===== src/rtl/aig_eval_seq.sv =====
// Sequential and-inverter-graph evaluator: fetches one AND-node descriptor at a time,
// evaluates it into a value vector and reports the selected output node.
module aig_eval_seq #(
  parameter int unsigned VAR_COUNT = 5,
  parameter int unsigned NODE_MAX  = 32,
  parameter int unsigned IDX_W     = 8
) (
  input  logic             clk,
  input  logic             rst_n,
  input  logic             start,
  input  logic [VAR_COUNT-1:0] x,
  input  logic [IDX_W-1:0] node_cnt,
  input  logic [IDX_W-1:0] out_idx,
  input  logic             out_inv,
  output logic             desc_req,
  output logic [IDX_W-1:0] desc_addr,
  input  logic             desc_ack,
  input  logic [IDX_W-1:0] desc_a,
  input  logic [IDX_W-1:0] desc_b,
  input  logic             desc_a_inv,
  input  logic             desc_b_inv,
  output logic             busy,
  output logic             done,
  output logic             z,
  output logic             err
);

  localparam int unsigned VMax = VAR_COUNT + NODE_MAX;
  localparam int unsigned IW   = IDX_W + 1;

  localparam logic [IDX_W:0]   VarBase  = IW'(VAR_COUNT + 1);
  localparam logic [IDX_W:0]   VarCntW  = IW'(VAR_COUNT);
  localparam logic [IDX_W:0]   NodeMaxW = IW'(NODE_MAX);
  localparam logic [IDX_W-1:0] One      = IDX_W'(1);

  typedef enum logic [1:0] {StIdle, StFetch, StEval, StFin} state_e;

  state_e           state_q;
  logic [VMax:0]    v_q;
  logic [IDX_W-1:0] k_q, n_q, oi_q, a_q, b_q, desc_addr_q;
  logic             oinv_q, oob_q, a_inv_q, b_inv_q;
  logic             desc_req_q, busy_q, done_q, z_q, err_q;

  // Out-of-range indices read as 0; range faults are caught separately.
  function automatic logic rd_bit(input logic [VMax:0] vec, input logic [IDX_W:0] idx);
    logic r;
    r = 1'b0;
    for (int unsigned i = 0; i <= VMax; i++) begin
      if (idx == IW'(i)) r = vec[i];
    end
    return r;
  endfunction

  logic [IDX_W:0] node_idx;
  logic           fanin_fault, node_val, last_node, out_final;
  logic           cnt_over, oob_in, z_start;

  assign node_idx    = VarBase + {1'b0, k_q};
  assign fanin_fault = ({1'b0, a_q} >= node_idx) || ({1'b0, b_q} >= node_idx);
  assign node_val    = (rd_bit(v_q, {1'b0, a_q}) ^ a_inv_q) & (rd_bit(v_q, {1'b0, b_q}) ^ b_inv_q);
  assign last_node   = (k_q == (n_q - One));
  // Forward the node being written this cycle when it is the selected output.
  assign out_final   = ({1'b0, oi_q} == node_idx) ? node_val : rd_bit(v_q, {1'b0, oi_q});

  assign cnt_over = {1'b0, node_cnt} > NodeMaxW;
  assign oob_in   = {1'b0, out_idx} > (VarCntW + {1'b0, node_cnt});
  assign z_start  = rd_bit({v_q[VMax:VAR_COUNT+1], x, 1'b0}, {1'b0, out_idx}) ^ out_inv;

  always_ff @(posedge clk or negedge rst_n) begin
    if (!rst_n) begin
      state_q     <= StIdle;
      v_q         <= '0;
      k_q         <= '0;
      n_q         <= '0;
      oi_q        <= '0;
      a_q         <= '0;
      b_q         <= '0;
      desc_addr_q <= '0;
      oinv_q      <= 1'b0;
      oob_q       <= 1'b0;
      a_inv_q     <= 1'b0;
      b_inv_q     <= 1'b0;
      desc_req_q  <= 1'b0;
      busy_q      <= 1'b0;
      done_q      <= 1'b0;
      z_q         <= 1'b0;
      err_q       <= 1'b0;
    end else begin
      unique case (state_q)
        StIdle: begin
          if (start) begin
            v_q[VAR_COUNT:1] <= x;
            n_q              <= node_cnt;
            oi_q             <= out_idx;
            oinv_q           <= out_inv;
            oob_q            <= oob_in;
            k_q              <= '0;
            err_q            <= 1'b0;
            busy_q           <= 1'b1;
            if (cnt_over) begin
              err_q   <= 1'b1;
              z_q     <= 1'b0;
              done_q  <= 1'b1;
              state_q <= StFin;
            end else if (node_cnt == '0) begin
              err_q   <= oob_in;
              z_q     <= oob_in ? 1'b0 : z_start;
              done_q  <= 1'b1;
              state_q <= StFin;
            end else begin
              desc_req_q  <= 1'b1;
              desc_addr_q <= '0;
              state_q     <= StFetch;
            end
          end
        end
        StFetch: begin
          if (desc_ack) begin
            a_q        <= desc_a;
            b_q        <= desc_b;
            a_inv_q    <= desc_a_inv;
            b_inv_q    <= desc_b_inv;
            desc_req_q <= 1'b0;
            state_q    <= StEval;
          end
        end
        StEval: begin
          if (fanin_fault) begin
            err_q   <= 1'b1;
            z_q     <= 1'b0;
            done_q  <= 1'b1;
            state_q <= StFin;
          end else begin
            for (int unsigned i = VAR_COUNT + 1; i <= VMax; i++) begin
              if (node_idx == IW'(i)) v_q[i] <= node_val;
            end
            if (last_node) begin
              err_q   <= oob_q;
              z_q     <= oob_q ? 1'b0 : (out_final ^ oinv_q);
              done_q  <= 1'b1;
              state_q <= StFin;
            end else begin
              k_q         <= k_q + One;
              desc_req_q  <= 1'b1;
              desc_addr_q <= k_q + One;
              state_q     <= StFetch;
            end
          end
        end
        StFin: begin
          done_q  <= 1'b0;
          busy_q  <= 1'b0;
          state_q <= StIdle;
        end
        default: state_q <= StIdle;
      endcase
    end
  end

  assign desc_req  = desc_req_q;
  assign desc_addr = desc_addr_q;
  assign busy      = busy_q;
  assign done      = done_q;
  assign z         = z_q;
  assign err       = err_q;

endmodule


===== config.mk =====
export PLATFORM = sky130hd
export DESIGN_NAME = aig_eval_seq
export DESIGN_NICKNAME = d
export VERILOG_FILES = /design/src/rtl/aig_eval_seq.sv
export SDC_FILE = /design/constraint.sdc
export NUM_CORES = 1
export LEC_CHECK = 0
export CELL_PAD_IN_SITES_DETAIL_PLACEMENT = 0
export CELL_PAD_IN_SITES_GLOBAL_PLACEMENT = 1
export CORE_ASPECT_RATIO = 0.75
export CORE_UTILIZATION = 35
export DETAILED_ROUTE_END_ITERATION = 16
export PLACE_DENSITY_LB_ADDON = 0.1
export SYNTH_ARGS = -nofsm -noshare
export SYNTH_HDL_FRONTEND = slang
export SYNTH_SLANG_ARGS = --single-unit

===== constraint.sdc =====
create_clock -name clk -period 3.4 [get_ports clk]
set_input_delay 0.68 -clock clk [delete_from_list [all_inputs] [get_ports clk]]
set_output_delay 0.68 -clock clk [all_outputs]
set_load 0.01 [all_outputs]

==> impl_metrics.json, run 1 <==
{
  "status": "finished, final reports clean",
  "cpMostUsedCell": "buf_4",
  "grtUsageTotal_pct": 24.96,
  "die_w_um": 172.2,
  "seq_area_frac_synth_pct": 31.58,
  "grt_overflow": 0,
  "power_density_nw_per_um2": 725.6,
  "rsz0062_at_grt": "true",
  "cp_slowest_stage_delay_ps": 420,
  "drc": 0,
  "dieArea_um2": 22330,
  "drv_cap": 0,
  "grt_max_degree": 53,
  "fin_ws_ps": 59.51,
  "critical_path_buf_inv_count": 4,
  "synthAdderAreaFrac_pct": 5.429,
  "clock-sinks": 96,
  "hpwl_um": 20350,
  "grt_use_met2_pct": 35.77,
  "antenna_cells": 0,
  "yosys_warnings": 1,
  "clock_skew_ps": 10.44,
  "use_met1_pct": 36.95,
  "holdCritPathClass": "in -> async",
  "top_usage_layer": "met1",
  "ys_types": 78,
  "drv_slew": 0,
  "totalPowerFinal_uw": 6860,
  "vias": 7216,
  "ios": 57,
  "avgSynthCellArea_um2": 8.917,
  "fp-row-count": 46,
  "syn2layout_area_growth_pct": 24.30,
  "place.gp.congestion": 1.016,
  "grt_pass1_wl_um": 41060,
  "port_buffers": 56,
  "htreeDepth": 3,
  "post-route-period-util_pct": 98.25,
  "cp.required_ps": 3650,
  "end_kind": "flip-flop",
  "drtIter0Drc": 540,
  "globalRouteMet3Util_pct": 5.223,
  "antenna_found_initial": 1,
  "dieHeight_um": 129.7,
  "firstDrtPassIters": 7,
  "ctsRootBufferMaster": "clkbuf_16",
  "clk_pin_slew_ps": 70,
  "cts_tree": "yes",
  "drt-total-wl_um": 27070,
  "path_class": "reg -> reg",
  "place_ws_ps": -122.2,
  "core-area_um2": 21240,
  "fmax_mhz": 299.4,
  "ys.flop_type": "dfrtp_1",
  "syn-cell-area_um2": 7606,
  "synthMuxAreaShare_pct": 15.71,
  "synthCells": 853,
  "nNetsFinal": 1034,
  "synth-compound-area-share_pct": 18.80,
  "worstMarginPinSlew_ps": 951.7,
  "final_util_pct": 44.52,
  "detail_route.vias_per_cell": 5.773,
  "critical_path.max_fanout": 4,
  "slowest_stage": "dfrtp_1",
  "synthSimpleGateAreaFrac_pct": 19.31,
  "finalSetupViolations": 0,
  "slew_headroom_pct": 36.36,
  "hold_buffers": 0,
  "clk_path_buf_depth": 2,
  "drive_gt1_share_pct": 23.28,
  "p_leak_uw": 0.003966,
  "clock_latency_ps": 360,
  "synth_top_family_by_area": "simple AND/OR/NAND/NOR gates",
  "cts_buffers": 9,
  "synth_fp_nets": 930,
  "grt_pass1_vias": 6757,
  "regToRegSetupSlack_ps": 60,
  "initial_core_util_pct": 35.81,
  "ir_drop_mv": 0.3999,
  "synth-seq-cells": 96,
  "wl_per_cell_um": 21.66,
  "final_hold_viol_count": 0,
  "synth_edf_count": 0,
  "fin_tns_setup_ps": 0,
  "startpoint_type": "flip-flop",
  "async_flop_share_pct": 100.0,
  "ant_nets": 0,
  "critPathTopFamily": "simple AND/OR/NAND/NOR gates",
  "synth_xor_area_share_pct": 4.030,
  "period_needed_ps": 3340,
  "hold_ws_ps": 358.8,
  "worstPathArrival_ps": 3590,
  "critical_path.cell_chain": "inv_2 > ha_2 > nor2_1 > xnor2_1 > buf_4 > ha_1 > a21oi_2 > o21ai_0 > a21oi_1 > o211ai_1 > buf_4 > or3b_4 > nor3b_2 > buf_4 > nand2_1 > mux2_4"
}
worst reg2reg max path, cell delays in order, from the launching register on:
cell      delay, ps
dfrtp_1         420
inv_2           100
ha_2            200
nor2_1           60
xnor2_1         140
buf_4           170
ha_1            190
a21oi_2         130
o21ai_0         100
a21oi_1         150
o211ai_1        190
buf_4           190
or3b_4          400
nor3b_2         220
buf_4           150
nand2_1          70
mux2_4          340
what timing repair did:
item,in CTS,in global routing
buffers inserted,1,6
cloned,0,0
setup endpoints to repair,3,32
resized for setup,1,27
pin swaps,1,12
placed cells by master, fill, tap and decap left out, types with 10 or more instances in the layout:
cell type / count
a21o_1: 10
a21oi_1: 48
a31oi_1: 10
buf_4: 88
clkdlybuf4s50_1: 55
dfrtp_1: 95
ha_1: 30
inv_1: 34
mux2_2: 74
mux2i_1: 26
nand2_1: 83
nand2b_1: 12
nand3_1: 34
nand4_1: 12
nor2_1: 35
nor2b_1: 13
nor3_1: 22
o211ai_1: 10
o21ai_0: 50
or3_1: 10
xnor2_1: 15
xor2_1: 17
metal layers:
metal	wire length, um	share of wire, %
met1	13420	50
met3	1832	6.8
met2	11190	41
met4	538	2.0
met5	96	0.35
cells in the mapped netlist (5+ instances only):
cell / n / share of area [%]
nand3_1: 35 / 2.3
o21ai_0: 53 / 3.5
xor2_1: 17 / 2.0
nand3b_1: 9 / 0.89
xnor2_1: 18 / 2.1
nand4_1: 12 / 0.99
a21o_1: 10 / 0.99
mux2_2: 75 / 11
o211ai_1: 10 / 0.99
buf_2: 18 / 1.2
inv_1: 37 / 1.8
nand2_1: 83 / 4.1
ha_1: 33 / 5.4
nor2b_1: 13 / 1.1
nor2_1: 36 / 1.8
a21oi_1: 51 / 3.4
mux2i_1: 26 / 3.4
o22ai_1: 7 / 0.58
a31oi_1: 10 / 0.82
o311ai_0: 5 / 0.58
dfrtp_1: 96 / 32
nand2b_1: 12 / 0.99
or3_1: 10 / 0.82
a211oi_1: 5 / 0.49
nor3b_1: 12 / 1.2
nor3_1: 22 / 1.4
clkbuf_1: 33 / 1.6
power by group:
group | leakage (uW) | total, uW | switching [uW] | internal, uW
Clock | 0.000161 | 1160 | 504 | 655
Sequential | 0.00124 | 2110 | 632 | 1470
Combinational | 0.00257 | 3600 | 1920 | 1670
Total | 0.00397 | 6860 | 3060 | 3800
final timing paths:
| kind | startpoint | to | cells past startpoint |
|---|---|---|---|
| max | k_q[1] | v_q[10] | 16 |
| min reg2reg | desc_addr[3] | desc_addr[3] | 2 |
| max in group asynchronous | rst_n | v_q[23] | 2 |
| max reg2reg | k_q[1] | v_q[10] | 16 |
| min | rst_n | n_q[4] | 1 |
| min in group clk | desc_addr[3] | desc_addr[3] | 2 |
cell families (layout without fill, tap and decap cells):
logic type,Yosys count,count (layout)
multiplexers,105,105
XOR/XNOR,35,35
AO/OA/AOI/OAI,215,215
adder cells (fa/ha/maj),33,33
buffers and inverters,92,201
flip-flops,96,96
AND/OR/NAND/NOR,277,277
cell type report:
type	instances	area [um2]
repair buffers	148	1294
clock inverters	7	100.1
flip-flops and latches	96	2404
multi-input cells	665	4932
fillers	2036	11780
clock buffers	9	225.2
well taps	288	360.3
inverters	37	138.9
stage by stage:
| step | area, um2 | std cells |
|---|---|---|
| floorplan | 7606 | 853 |
| CTS | 9291 | 1244 |
| global route | 9454 | 1250 |
| detailed placement | 8954 | 1227 |
| finish | 9454 | 1250 |
| global placement | 8954 | 1227 |
flip-flops by register name, summed over array words and instances (netlist names):
register and count:
a_inv_q 1, v_q 37, oinv_q 1, oob_q 1, err 1, state_q 2
b_q 8, n_q 8, desc_addr 8, oi_q 8, done 1, b_inv_q 1
k_q 8, z 1, busy 1, desc_req 1, a_q 8
No activity file was read; power rests on OpenSTA's default activity.
==> run 2, diff against run 1 <==
--- a/config.mk
+++ b/config.mk
@@ -5,6 +5,7 @@
 export SDC_FILE = /design/constraint.sdc
 export NUM_CORES = 1
 export LEC_CHECK = 0
+export ABC_CLOCK_PERIOD_IN_PS = 3400
 export CELL_PAD_IN_SITES_DETAIL_PLACEMENT = 0
 export CELL_PAD_IN_SITES_GLOBAL_PLACEMENT = 1
 export CORE_ASPECT_RATIO = 0.75
@@ -14,3 +15,4 @@
 export SYNTH_ARGS = -nofsm -noshare
 export SYNTH_HDL_FRONTEND = slang
 export SYNTH_SLANG_ARGS = --single-unit
+export TNS_END_PERCENT = 20
==> results of run 2 <==
No change in the layout: final DEF, timing and power equal those of run 1.
==> run 3, diff against run 2 <==
--- a/config.mk
+++ b/config.mk
@@ -12,6 +12,7 @@
 export CORE_UTILIZATION = 35
 export DETAILED_ROUTE_END_ITERATION = 16
 export PLACE_DENSITY_LB_ADDON = 0.1
+export SKIP_CTS_REPAIR_TIMING = 1
 export SYNTH_ARGS = -nofsm -noshare
 export SYNTH_HDL_FRONTEND = slang
 export SYNTH_SLANG_ARGS = --single-unit
==> run 3 against run 2 <==
Net effect: global-route usage is essentially flat; first-iteration DRC count grew 16%; critical path type unchanged; clock skew grew 0.92 ps; fmax shrank 1.5%; non-clock buffer count shrank 2; highest routed layer unchanged; largest cell class unchanged.
==> impl_metrics.json, run 3 (same netlist as run 1, synthesis figures left out) <==
{
  "period_needed_ps": 3391,
  "initial_core_util_pct": 35.81,
  "die_w_um": 172.2,
  "htreeDepth": 3,
  "critPathTopFamily": "compound AO/OA/AOI/OAI gates",
  "globalRouteMet3Util_pct": 5.223,
  "ir_drop_mv": 0.3965,
  "final_hold_viol_count": 0,
  "worstPathArrival_ps": 3640,
  "place_ws_ps": -122.2,
  "slew_headroom_pct": 36.95,
  "startpoint_type": "flip-flop",
  "totalPowerFinal_uw": 6801,
  "clock_latency_ps": 370,
  "vias": 7172,
  "grt_pass1_vias": 6750,
  "cp_slowest_stage_delay_ps": 410,
  "clk_pin_slew_ps": 80,
  "rsz0062_at_grt": "true",
  "cp.required_ps": 3650,
  "seqCellArea_um2": 2404,
  "fin_ws_ps": 9.266,
  "dieArea_um2": 22330,
  "slowest_stage": "dfrtp_1",
  "cts_buffers": 9,
  "final_common_cell": "dfrtp_1",
  "power_density_nw_per_um2": 724.5,
  "clock-sinks": 96,
  "holdCritPathClass": "in -> async",
  "drtIter0Drc": 627,
  "dpl-instance-area_um2": 8954,
  "worstMarginPinSlew_ps": 942.9,
  "p_leak_uw": 0.003943,
  "multi_input_comb_area_um2": 4883,
  "ctsRootBufferMaster": "clkbuf_16",
  "grt_max_degree": 53,
  "critical_path.max_fanout": 4,
  "end_kind": "flip-flop",
  "use_met1_pct": 36.95,
  "finalSetupViolations": 0,
  "top_register": "v_q",
  "grtUsageTotal_pct": 24.94,
  "core-area_um2": 21240,
  "clock_skew_ps": 11.36,
  "post-route-cell-area_um2": 9387,
  "grt_pass1_wl_um": 41050,
  "grt_overflow": 0,
  "hpwl_um": 20350,
  "fp-row-count": 46,
  "antenna_found_initial": 1,
  "critical_path.cell_chain": "inv_2 > ha_1 > nor2_1 > xnor2_1 > buf_4 > ha_1 > a21oi_1 > o21ai_0 > a21oi_1 > o211ai_1 > buf_4 > a22oi_2 > a21oi_1 > nor2_1 > buf_4 > mux2_2",
  "drc": 0,
  "wl_per_cell_um": 21.60,
  "firstDrtPassIters": 5,
  "status": "finished, final reports clean",
  "syn2layout_area_growth_pct": 23.41,
  "grt_use_met2_pct": 35.72,
  "place.gp.congestion": 1.016,
  "hold_ws_ps": 355.4,
  "dieHeight_um": 129.7,
  "layout_common_cells": "95 x dfrtp_1, 87 x buf_4, 83 x nand2_1, 75 x mux2_2, 55 x clkdlybuf4s50_1",
  "clk_path_buf_depth": 2,
  "antenna_cells": 0,
  "post-route-period-util_pct": 99.73,
  "fmax_mhz": 294.9,
  "ios": 57,
  "r2r_cells": 16,
  "regToRegSetupSlack_ps": 9,
  "drive_gt1_share_pct": 22.50,
  "nNetsFinal": 1032,
  "top_usage_layer": "met1",
  "critical_path_buf_inv_count": 4,
  "rr_endpoint": "desc_addr[5]",
  "drv_slew": 0,
  "largest_register_ffs": 37,
  "path_class": "reg -> reg",
  "ant_nets": 0,
  "detail_route.vias_per_cell": 5.747,
  "cts_tree": "yes",
  "drv_cap": 0,
  "regToRegStartpoint": "k_q[1]",
  "drt-total-wl_um": 26960,
  "port_buffers": 56,
  "fillerInstances": 2047
}
==> run 3: report_power, final <==
group	internal (uW)	leakage [uW]	switching [uW]
registers	1470	0.00124	635
clock network	655	0.000161	504
logic	1630	0.00255	1900
total	3760	0.00394	3040
==> run 3: layout make-up <==
| type | instances | share of cell area, % |
|---|---|---|
| multi-input cells | 665 | 52.03 |
| clock buffers | 9 | 2.399 |
| inverters | 37 | 1.480 |
| repair buffers | 146 | 13.58 |
| clock inverters | 7 | 1.066 |
| well taps | 288 | 3.839 |
| flip-flops and latches | 96 | 25.61 |
==> run 3: how the worst max path moves through the flow <==
stage,to,slack (ps),cells after the start,startpoint
CTS,v_q[10],-90,16,k_q[1]
finish,desc_addr[5],9,16,k_q[1]
detailed placement,z,-120,14,node_cnt[0]
floorplan,z,4,14,k_q[1]
global placement,z,-20,14,node_cnt[0]
global route,z,-80,15,k_q[4]
==> run 3: stage by stage <==
stage	TNS, ps	cells	util (%)
finish	0	1248	44.20
detailed placement	-254.5	1227	42.16
global placement	-20.55	1227	42.16
CTS	-180.6	1243	43.69
global route	-413.4	1248	44.20
floorplan	0	853	-
==> run 3: per-layer routing <==
layer / wire (um) / up-vias
met2: 11090 / 273
li1: - / 3364
met3: 1875 / 40
met1: 13340 / 3493
met4: 559 / 2
met5: 96 / -
==> run 3: worst reg2reg max path, stage by stage, from the launching register on <==
cell	delay, ps
dfrtp_1	410
inv_2	70
ha_1	230
nor2_1	140
xnor2_1	100
buf_4	170
ha_1	180
a21oi_1	170
o21ai_0	120
a21oi_1	150
o211ai_1	210
buf_4	200
a22oi_2	250
a21oi_1	180
nor2_1	210
buf_4	170
mux2_2	340
